## config.mk

```make
export PLATFORM = sky130hd
export DESIGN_NAME = lda_seq
export DESIGN_NICKNAME = d
export VERILOG_FILES = /design/src/rtl/lda_pkg.sv /design/src/rtl/lda_mac.sv /design/src/rtl/lda_seq.sv
export SDC_FILE = /design/constraint.sdc
export NUM_CORES = 1
export LEC_CHECK = 0
export ABC_AREA = 1
export CELL_PAD_IN_SITES_DETAIL_PLACEMENT = 0
export CELL_PAD_IN_SITES_GLOBAL_PLACEMENT = 1
export CORE_ASPECT_RATIO = 1.75
export CORE_MARGIN = 5
export CORE_UTILIZATION = 49
export DETAILED_ROUTE_END_ITERATION = 8
export PLACE_DENSITY = 0.95
export SYNTH_ARGS = -nofsm -noshare
export SYNTH_HDL_FRONTEND = slang
export SYNTH_SLANG_ARGS = --single-unit
```

## constraint.sdc

```tcl
create_clock -name clk_i -period 24.9 [get_ports clk_i]
set_input_delay 3.735 -clock clk_i [delete_from_list [all_inputs] [get_ports clk_i]]
set_output_delay 3.735 -clock clk_i [all_outputs]
set_load 0.02 [all_outputs]
```

## src/rtl/lda_pkg.sv

```systemverilog
`default_nettype none
// ----------------------------------------------------------------
// lda_pkg : shared types and address map for the LDA classifier
// Rev 1.0
// ----------------------------------------------------------------
package lda_pkg;
  localparam int DIMS    = 6;
  localparam int CLASSES = 3;
  localparam int AW      = 5;

  typedef logic [7:0] data_t;

  typedef enum logic [1:0] {
    IDLE = 2'd0,
    MAC  = 2'd1,
    VOTE = 2'd2,
    DONE = 2'd3
  } lda_state_e;

  // Weights w[i][j] live at W_BASE + i*CLASSES + j, thresholds follow.
  localparam int W_BASE = 0;
  localparam int C_BASE = DIMS * CLASSES;
endpackage
`default_nettype wire

```

## src/rtl/lda_mac.sv

```systemverilog
`default_nettype none
// ----------------------------------------------------------------
// lda_mac : combinational 8-bit truncating multiply-add (acc + a*b)
// Rev 1.0
// ----------------------------------------------------------------
module lda_mac
  import lda_pkg::*;
(
  input  data_t i_acc,
  input  data_t i_a,
  input  data_t i_b,
  output data_t o_sum
);
  data_t w_prod;

  assign w_prod = i_a * i_b;
  assign o_sum  = i_acc + w_prod;
endmodule
`default_nettype wire

```

## src/rtl/lda_seq.sv

```systemverilog
`default_nettype none
// ----------------------------------------------------------------
// lda_seq : time-multiplexed LDA classifier with fixed 3-class voting
// Rev 1.0
// ----------------------------------------------------------------
module lda_seq
  import lda_pkg::*;
(
  input  logic               clk_i,
  input  logic               rst_i,
  input  logic               in_valid_i,
  output logic               in_ready_o,
  input  data_t [DIMS-1:0]   din_i,
  input  logic               cfg_we_i,
  input  logic [AW-1:0]      cfg_addr_i,
  input  data_t              cfg_data_i,
  output logic               cfg_ready_o,
  output logic               out_valid_o,
  input  logic               out_ready_i,
  output logic [CLASSES-1:0] dout_o
);
  localparam int NW = DIMS * CLASSES;
  localparam int DW = $clog2(DIMS);
  localparam int CW = $clog2(CLASSES);
  localparam int IW = $clog2(NW);

  lda_state_e         r_state;
  data_t [DIMS-1:0]   r_din;
  data_t              r_w   [NW];
  data_t              r_c   [CLASSES];
  data_t              r_acc [CLASSES];
  logic [DW-1:0]      r_dim;
  logic [CW-1:0]      r_cls;
  logic               r_in_ready;
  logic               r_cfg_ready;
  logic               r_out_valid;
  logic [CLASSES-1:0] r_dout;

  logic [AW:0]        w_off_w;
  logic [AW:0]        w_off_c;
  logic               w_wr_w;
  logic               w_wr_c;
  logic [IW-1:0]      w_widx;
  data_t              w_sum;
  logic               w_gt0, w_gt1, w_gt2;
  logic [1:0]         w_v0, w_v1, w_v2;
  logic [CLASSES-1:0] w_dout;

  // Out-of-map addresses fall outside both windows and are silently dropped.
  assign w_off_w = {1'b0, cfg_addr_i} - (AW+1)'(W_BASE);
  assign w_off_c = {1'b0, cfg_addr_i} - (AW+1)'(C_BASE);
  assign w_wr_w  = cfg_we_i && r_cfg_ready && (w_off_w < (AW+1)'(NW));
  assign w_wr_c  = cfg_we_i && r_cfg_ready && (w_off_c < (AW+1)'(CLASSES));

  assign w_widx  = IW'(int'(r_dim) * CLASSES + int'(r_cls));

  lda_mac u_mac (
    .i_acc (r_acc[r_cls]),
    .i_a   (r_din[r_dim]),
    .i_b   (r_w[w_widx]),
    .o_sum (w_sum)
  );

  always_comb begin
    w_gt0 = r_acc[0] > r_c[0];
    w_gt1 = r_acc[1] > r_c[1];
    w_gt2 = r_acc[2] > r_c[2];
    w_v0  = 2'(!w_gt0) + 2'(!w_gt1) + 2'(!w_gt2);
    w_v1  = 2'(w_gt0);
    w_v2  = 2'(w_gt1) + 2'(w_gt2);
    if (w_v0 > w_v1 && w_v0 > w_v2)
      w_dout = CLASSES'(1);
    else if (w_v1 > w_v2)
      w_dout = CLASSES'(2);
    else
      w_dout = CLASSES'(4);
  end

  always_ff @(posedge clk_i or posedge rst_i) begin
    if (rst_i) begin
      r_state     <= IDLE;
      r_din       <= '0;
      r_dim       <= '0;
      r_cls       <= '0;
      r_in_ready  <= 1'b1;
      r_cfg_ready <= 1'b1;
      r_out_valid <= 1'b0;
      r_dout      <= '0;
      for (int i = 0; i < NW; i++)      r_w[i]   <= '0;
      for (int i = 0; i < CLASSES; i++) r_c[i]   <= '0;
      for (int i = 0; i < CLASSES; i++) r_acc[i] <= '0;
    end else begin
      if (w_wr_w) r_w[w_off_w[IW-1:0]] <= cfg_data_i;
      if (w_wr_c) r_c[w_off_c[CW-1:0]] <= cfg_data_i;

      case (r_state)
        IDLE: begin
          if (in_valid_i) begin
            r_din      <= din_i;
            r_dim      <= '0;
            r_cls      <= '0;
            for (int i = 0; i < CLASSES; i++) r_acc[i] <= '0;
            r_in_ready  <= 1'b0;
            r_cfg_ready <= 1'b0;
            r_state     <= MAC;
          end
        end
        MAC: begin
          r_acc[r_cls] <= w_sum;
          if (r_dim == DW'(DIMS - 1)) begin
            r_dim <= '0;
            if (r_cls == CW'(CLASSES - 1))
              r_state <= VOTE;
            else
              r_cls <= r_cls + CW'(1);
          end else begin
            r_dim <= r_dim + DW'(1);
          end
        end
        VOTE: begin
          r_dout      <= w_dout;
          r_out_valid <= 1'b1;
          r_cfg_ready <= 1'b1;
          r_state     <= DONE;
        end
        DONE: begin
          if (out_ready_i) begin
            r_out_valid <= 1'b0;
            r_in_ready  <= 1'b1;
            r_state     <= IDLE;
          end
        end
        default: r_state <= IDLE;
      endcase
    end
  end

  assign in_ready_o  = r_in_ready;
  assign cfg_ready_o = r_cfg_ready;
  assign out_valid_o = r_out_valid;
  assign dout_o      = r_dout;
endmodule
`default_nettype wire

```

==> results of run 1 <==
==> layout make-up <==
cell class / count / area (sq um)
fillers: 2594 / 12100
flip-flops and latches: 253 / 6330
multi-input cells: 1206 / 6200
repair buffers: 80 / 778
clock buffers: 41 / 736
inverters: 162 / 621
well taps: 369 / 462
clock inverters: 5 / 31.3
==> worst max-delay path, delay by kind of cell, from the launching register on <==
kind | cells | cell delay [ns]
buffers and inverters | 9 | 1.16
XOR/XNOR | 1 | 0.18
flip-flops | 1 | 0.90
AND/OR/NAND/NOR | 14 | 1.42
adder cells (fa/ha/maj) | 8 | 4.11
AO/OA/AOI/OAI | 1 | 0.15
==> per-stage QoR <==
step           area [sq um]  setup WS [ns]  cells  hold WS, ns  utilization [%]
2_1_floorplan         13500          14.21   1697        0.444                -
3_3_place_gp          14400          16.96   2070        0.459             52.9
3_5_place_dp          14400          16.85   2070        0.461             52.9
4_1_cts               15200          16.85   2116        0.477             55.7
5_1_grt               15200          16.22   2116        0.505             55.7
6_report              15200          16.87   2116        0.475             55.7
==> logic make-up (layout without fill, tap and decap cells) <==
kind of cell	after synthesis	after routing	synth area share, %
muxes	1	1	0.0832
AOI/OAI and AO/OA	298	298	11.8
xor gates and xnor gates	8	8	0.518
DFF	253	253	46.8
and+or+nand+nor	820	820	24.9
buffers and inverters	238	288	7.35
adders and majority gates	79	79	8.53
==> layout by cell type, fill, tap and decap left out, types with 4 or more instances in the layout <==
cell / Yosys / layout
a211oi_1: 4 / 4
a21oi_1: 57 / 57
a22oi_1: 5 / 5
buf_4: 10 / 9
clkbuf_1: 28 / 11
clkbuf_16: 0 / 25
clkbuf_8: 0 / 5
clkdlybuf4s50_1: 0 / 71
dfrtp_1: 251 / 251
fa_1: 22 / 22
ha_1: 57 / 56
inv_1: 156 / 155
inv_2: 4 / 4
nand2_1: 561 / 561
nand2_2: 8 / 8
nand3_1: 138 / 138
nand4_1: 11 / 11
nor2_1: 88 / 88
nor3_1: 6 / 6
o211ai_1: 5 / 5
o21a_1: 6 / 6
o21ai_0: 187 / 187
o21ai_1: 10 / 10
o22ai_1: 17 / 17
xnor2_1: 6 / 6
==> synthesized netlist by cell type, types with 3 or more instances <==
cell	number	share of area, %
a22oi_1	5	0.28
nand2_1	561	16
buf_1	6	0.17
o21ai_1	10	0.37
nand2_2	8	0.37
clkbuf_1	28	0.78
nor2_1	88	2.4
inv_1	156	4.3
o21a_1	6	0.33
buf_4	10	0.55
buf_6	3	0.25
a211oi_1	4	0.22
inv_2	4	0.11
xnor2_1	6	0.39
nand4_1	11	0.51
a21oi_1	57	2.1
ha_1	57	5.3
dfrtp_1	251	46
o22ai_1	17	0.79
o211ai_1	5	0.28
buf_2	29	1.1
o21ai_0	187	6.9
fa_1	22	3.3
nor3_1	6	0.22
nand3_1	138	5.1
==> sequential cells by signal, summed over array words and instances (netlist names) <==
register and cells:
in_ready_o 1, r_w 144, out_valid_o 1, r_c 24, r_din 48, r_state 2
dout_o 3, cfg_ready_o 1, r_acc 24, r_dim 3, r_cls 2
==> layer usage <==
metal / vias to the layer above / wire length, um
li1: 5523 / -
met1: 5365 / 13400
met2: 351 / 19300
met3: 110 / 1490
met4: 0 / 2040
met5: - / 0
==> worst paths after layout <==
kind                        endpoint  slack, ns  cells past startpoint
setup / recovery           r_acc[15]      16.87                     33
hold / removal             r_din[17]       0.48                      2
setup reg to reg           r_acc[15]      16.87                     33
hold reg to reg            r_din[17]       0.48                      2
max in group asynchronous    r_w[15]      19.68                      3
min in group asynchronous   r_w[118]       3.69                      2
==> out/metrics.csv, run 1 <==
metric;value;unit
Hold Crit Start;r_din[17];
Initial DRC Count;874;
n_diodes;0;
gr usage total;23.5;%
Worst Path Required;25.34;ns
met2 Use GR;43.3;%
Final Critical Period;8.03;ns
CP startpoint;r_dim[0];
Setup violations, final;0;
DR pass1 iterations;6;
vias in the first global route;11188;
status;complete, no violations;
type of the worst min-delay path;reg -> reg;
RePlAce Congestion;0.903;
area delta synth->final;12.1;%
CP Class;reg -> reg;
number of hold buffers added after cts;0;
Syn Area/Cell;7.97;sq um
IO Pins;72;
max_cap viols;0;
RSZ-0062 raised after global routing;no;
Starting Density;49.7;%
CTS Buf Count;25;
crit-path max FO;30;
GR peak layer;met2;
Congestion Overflow GR;0;
startpoint class of the critical path;flop;
drt total wl;36200;um
first-pass GRT wire length;58400;um
Setup Fix Bufs, Post-CTS;0;
crit-path most repeated cell;nand2_1;
Main synth FF type;dfrtp_1;
Post-Syn Nets;1842;
Row Count;80;
worst skew pair latency;0.55;ns
ys async rst share;100;%
via-per-instance ratio;5.36;
final slew viol count;0;
chip height;230;um
# clock sinks;253;
layout cells sized above 1;4.18;%
Root Driver;clkbuf_16;
clk slew on worst S/H paths;0.06;ns
initial antenna violation count;0;
number of synthesized flops with an enable pin;0;
H-tree Lvls;1;
Hold Violations, Final;0;
Max-slew headroom;33.0;%
clock skew;0.0307;ns
sequential fraction of the synthesis area;46.8;%
fin crit share;32.3;%
nets;1873;
Sum Neg Setup Slack;0;ns
post-route ant nets;0;
vias;11349;
CTS tree;done;
Die ar.;0.0312;sq mm
CP max-delay cell;fa_1;
CP max stage delay;0.97;ns
GR Util met1;26.6;%
largest net degree at the start of global routing;113;
Remaining DRCs;0;
IO buf count;71;
maximum clock rate;124;MHz
grt met3 use;2.38;%
worst-case clock buffer depth;3;
Die W;136;um
post_cts resized;0;
YS warnings;0;
WL/cell;17.1;um
worst r2r src;r_dim[0];
crit end category;flop;
HPWL after DPL;26400;um
register bit total from synthesis;253;
Worst EP arrival;8.47;ns
core area;0.0272;sq mm
synth unique cells;42;
worst slew pin tran;1.00;ns
synthesized netlist cell count;1697;
cell area after synthesis;0.0135;sq mm
Power of run 1 is not shown: default switching activity piles up to over one toggle a cycle in this logic, so the estimate is an artifact.
==> inputs of run 2 (changes only) <==
--- a/config.mk
+++ b/config.mk
@@ -10,9 +10,9 @@
 export CELL_PAD_IN_SITES_GLOBAL_PLACEMENT = 1
 export CORE_ASPECT_RATIO = 1.75
 export CORE_MARGIN = 5
-export CORE_UTILIZATION = 49
+export CORE_UTILIZATION = 46
 export DETAILED_ROUTE_END_ITERATION = 8
-export PLACE_DENSITY = 0.95
+export PLACE_DENSITY = 0.93
 export SYNTH_ARGS = -nofsm -noshare
 export SYNTH_HDL_FRONTEND = slang
 export SYNTH_SLANG_ARGS = --single-unit
==> constraint.sdc (replaced) <==
create_clock -name clk_i -period 7.8 [get_ports clk_i]
set_input_delay 1.17 -clock clk_i [delete_from_list [all_inputs] [get_ports clk_i]]
set_output_delay 1.17 -clock clk_i [all_outputs]
set_load 0.02 [all_outputs]
==> run 2 against run 1 <==
  * Count of clock-buffer cells in the layout shrank 6
  * Setup slack got worse by 16 ns
  * Via count increased by 0.30%
  * First-iteration DRC count decreased by 2.7%
  * Critical path type unchanged
  * Flip-flop and latch count is the same
  * Critical path depth rose by 1
  * Die area is 6.1% higher
  * Highest routed layer unchanged
  * Clock skew decreased by 0.022 ns
==> out/metrics.csv, run 2 (synthesis gave the netlist of run 1 again) <==
metric;value;unit;change
gr usage total;22.5;%;-1.0 points
worst skew pair latency;0.54;ns;about the same
crit-path most repeated cell;nand2_1;;
most frequent cells in the layout;nand2_1, dfrtp_1, o21ai_0;;
most common cell after layout, fill and taps aside;nand2_1;;
Hold Violations, Final;0;;unchanged
nets;1877;;+0.21%
via-per-instance ratio;5.34;;-0.41%
H-tree Lvls;1;;unchanged
RSZ-0062 raised after global routing;no;;
Sum Neg Setup Slack;0;ns;unchanged
CP startpoint;r_cls[1];;
Congestion Overflow GR;0;;unchanged
Worst EP arrival;7.47;ns;-1.00 ns
post-route ant nets;0;;unchanged
area delta synth->final;12.9;%;
Largest regs;r_w x144, r_din x48;;
core area;0.0292;sq mm;+7.2%
chip height;237;um;+3.1%
CTS tree;done;;
DR pass1 iterations;6;;unchanged
worst r2r src;r_cls[1];;
crit-path leading delay family;adder cells;;
largest net degree at the start of global routing;143;;+27%
met2 WL post-DR;19700;um;+1.9%
CP max stage delay;0.53;ns;-0.44 ns
clk slew on worst S/H paths;0.06;ns;about the same
layout cells sized above 1;4.63;%;+0.45 points
metal1 wirelength;13400;um;about the same
CP max-delay cell;fa_1;;
# clock sinks;253;;unchanged
WL/cell;17.3;um;+1.0%
crit-path max FO;18;;-40%
startpoint class of the critical path;flop;;
fin crit share;90.2;%;+58 points
Max-slew headroom;34.5;%;+1.5 points
WL met3;1210;um;-19%
CP Buf/Inv Count;10;;+1
worst slew pin tran;0.983;ns;-0.0187 ns
crit end category;flop;;
initial antenna violation count;0;;unchanged
most flop-heavy register;r_w;;
Row Count;83;;+3.8%
Hold Crit Start;r_din[18];;
IO buf count;71;;unchanged
drt total wl;36900;um;+1.8%
n_diodes;0;;unchanged
Root Driver;clkbuf_16;;
final slew viol count;0;;unchanged
worst-case clock buffer depth;3;;unchanged
vias;11383;;+0.30%
max reg flops;144;;unchanged
Remaining DRCs;0;;unchanged
Setup violations, final;0;;unchanged
CP Class;reg -> reg;;
clock skew;0.00893;ns;-0.0217 ns
Die ar.;0.0331;sq mm;+6.1%
status;complete, no violations;;
HPWL after DPL;26900;um;+1.7%
Initial DRC Count;850;;-2.7%
IO Pins;72;;unchanged
Final Critical Period;7.04;ns;-0.996 ns
Worst Path Required;8.23;ns;-17.11 ns
first-pass GRT wire length;59900;um;+2.6%
type of the worst min-delay path;reg -> reg;;
max_cap viols;0;;unchanged
Setup Fix Bufs, Post-CTS;0;;unchanged
post_cts resized;0;;unchanged
vias in the first global route;11486;;+2.7%
maximum clock rate;142;MHz;+14%
Starting Density;46.4;%;-3.3 points
RePlAce Congestion;0.934;;+3.5%
CTS Buf Count;25;;unchanged
Die W;140;um;+3.0%
number of hold buffers added after cts;0;;unchanged
DR top layer;met4;;
[run 2: changes by cell type in the layout (fill, tap and decap cells not counted), moves of 2 or more]
| cell | before | now |
|---|---|---|
| buf_4 | 9 | 12 |
| bufinv_16 | 0 | 2 |
| clkbuf_1 | 11 | 5 |
| clkinv_2 | 3 | 1 |
| clkinv_4 | 0 | 2 |
| clkinvlp_4 | 1 | 3 |
[run 2: cell type report]
type                    count  area, sq um
fillers                  2744        13900
flip-flops and latches    253         6330
multi-input cells        1206         6200
repair buffers             84          821
clock buffers              35          713
inverters                 162          617
well taps                 382          478
clock inverters             9          115
[run 2: per-layer routing]
layer	global-route usage [%]	vias to the layer above
met1	24.4	5430
met5	0	-
met4	14.1	0
li1	-	5533
met2	41.6	300
met3	1.98	120
[run 2: worst paths after layout]
check / to / slack [ns] / cells after the start
min: r_din[18] / 0.48 / 2
min reg2reg: r_din[18] / 0.48 / 2
max: r_acc[15] / 0.76 / 34
min in group asynchronous: r_w[91] / 1.11 / 2
max reg2reg: r_acc[15] / 0.76 / 34
max in group asynchronous: r_w[74] / 5.23 / 3
[run 2: worst reg2reg max path: cells and delay by family, from the launching register on]
family                     cells  cell delay [ns]
adders and majority gates      8             3.54
and+or+nand+nor               14             1.38
buffers and inverters         10             1.13
DFF                            1             0.52
xor gates and xnor gates       1             0.18
AOI/OAI and AO/OA              1             0.17
[run 2: stage by stage]
| stage | setup slack, ns | instance area [sq um] | utilization, % | hold WS (ns) | std cells |
|---|---|---|---|---|---|
| 2_1_floorplan | 1.23 | 13500 | - | 0.444 | 1697 |
| 3_3_place_gp | 0.972 | 14500 | 49.5 | 0.461 | 2087 |
| 3_5_place_dp | 0.852 | 14500 | 49.5 | 0.465 | 2087 |
| 4_1_cts | 0.825 | 15300 | 52.4 | 0.482 | 2131 |
| 5_1_grt | 0.292 | 15300 | 52.4 | 0.502 | 2131 |
| 6_report | 0.762 | 15300 | 52.4 | 0.479 | 2131 |
Power of run 2 is left out for the same reason.
==> inputs of run 3 (changes only) <==
==> constraint.sdc (replaced) <==
create_clock -name clk_i -period 7.8 [get_ports clk_i]
set_input_delay 1.17 -clock clk_i [delete_from_list [all_inputs] [get_ports clk_i]]
set_output_delay 1.17 -clock clk_i [all_outputs]
set_load 0.01 [all_outputs]
==> results of run 3 <==
No change in the layout: final DEF, timing and power equal those of run 2.
Power of run 3 is left out for the same reason.
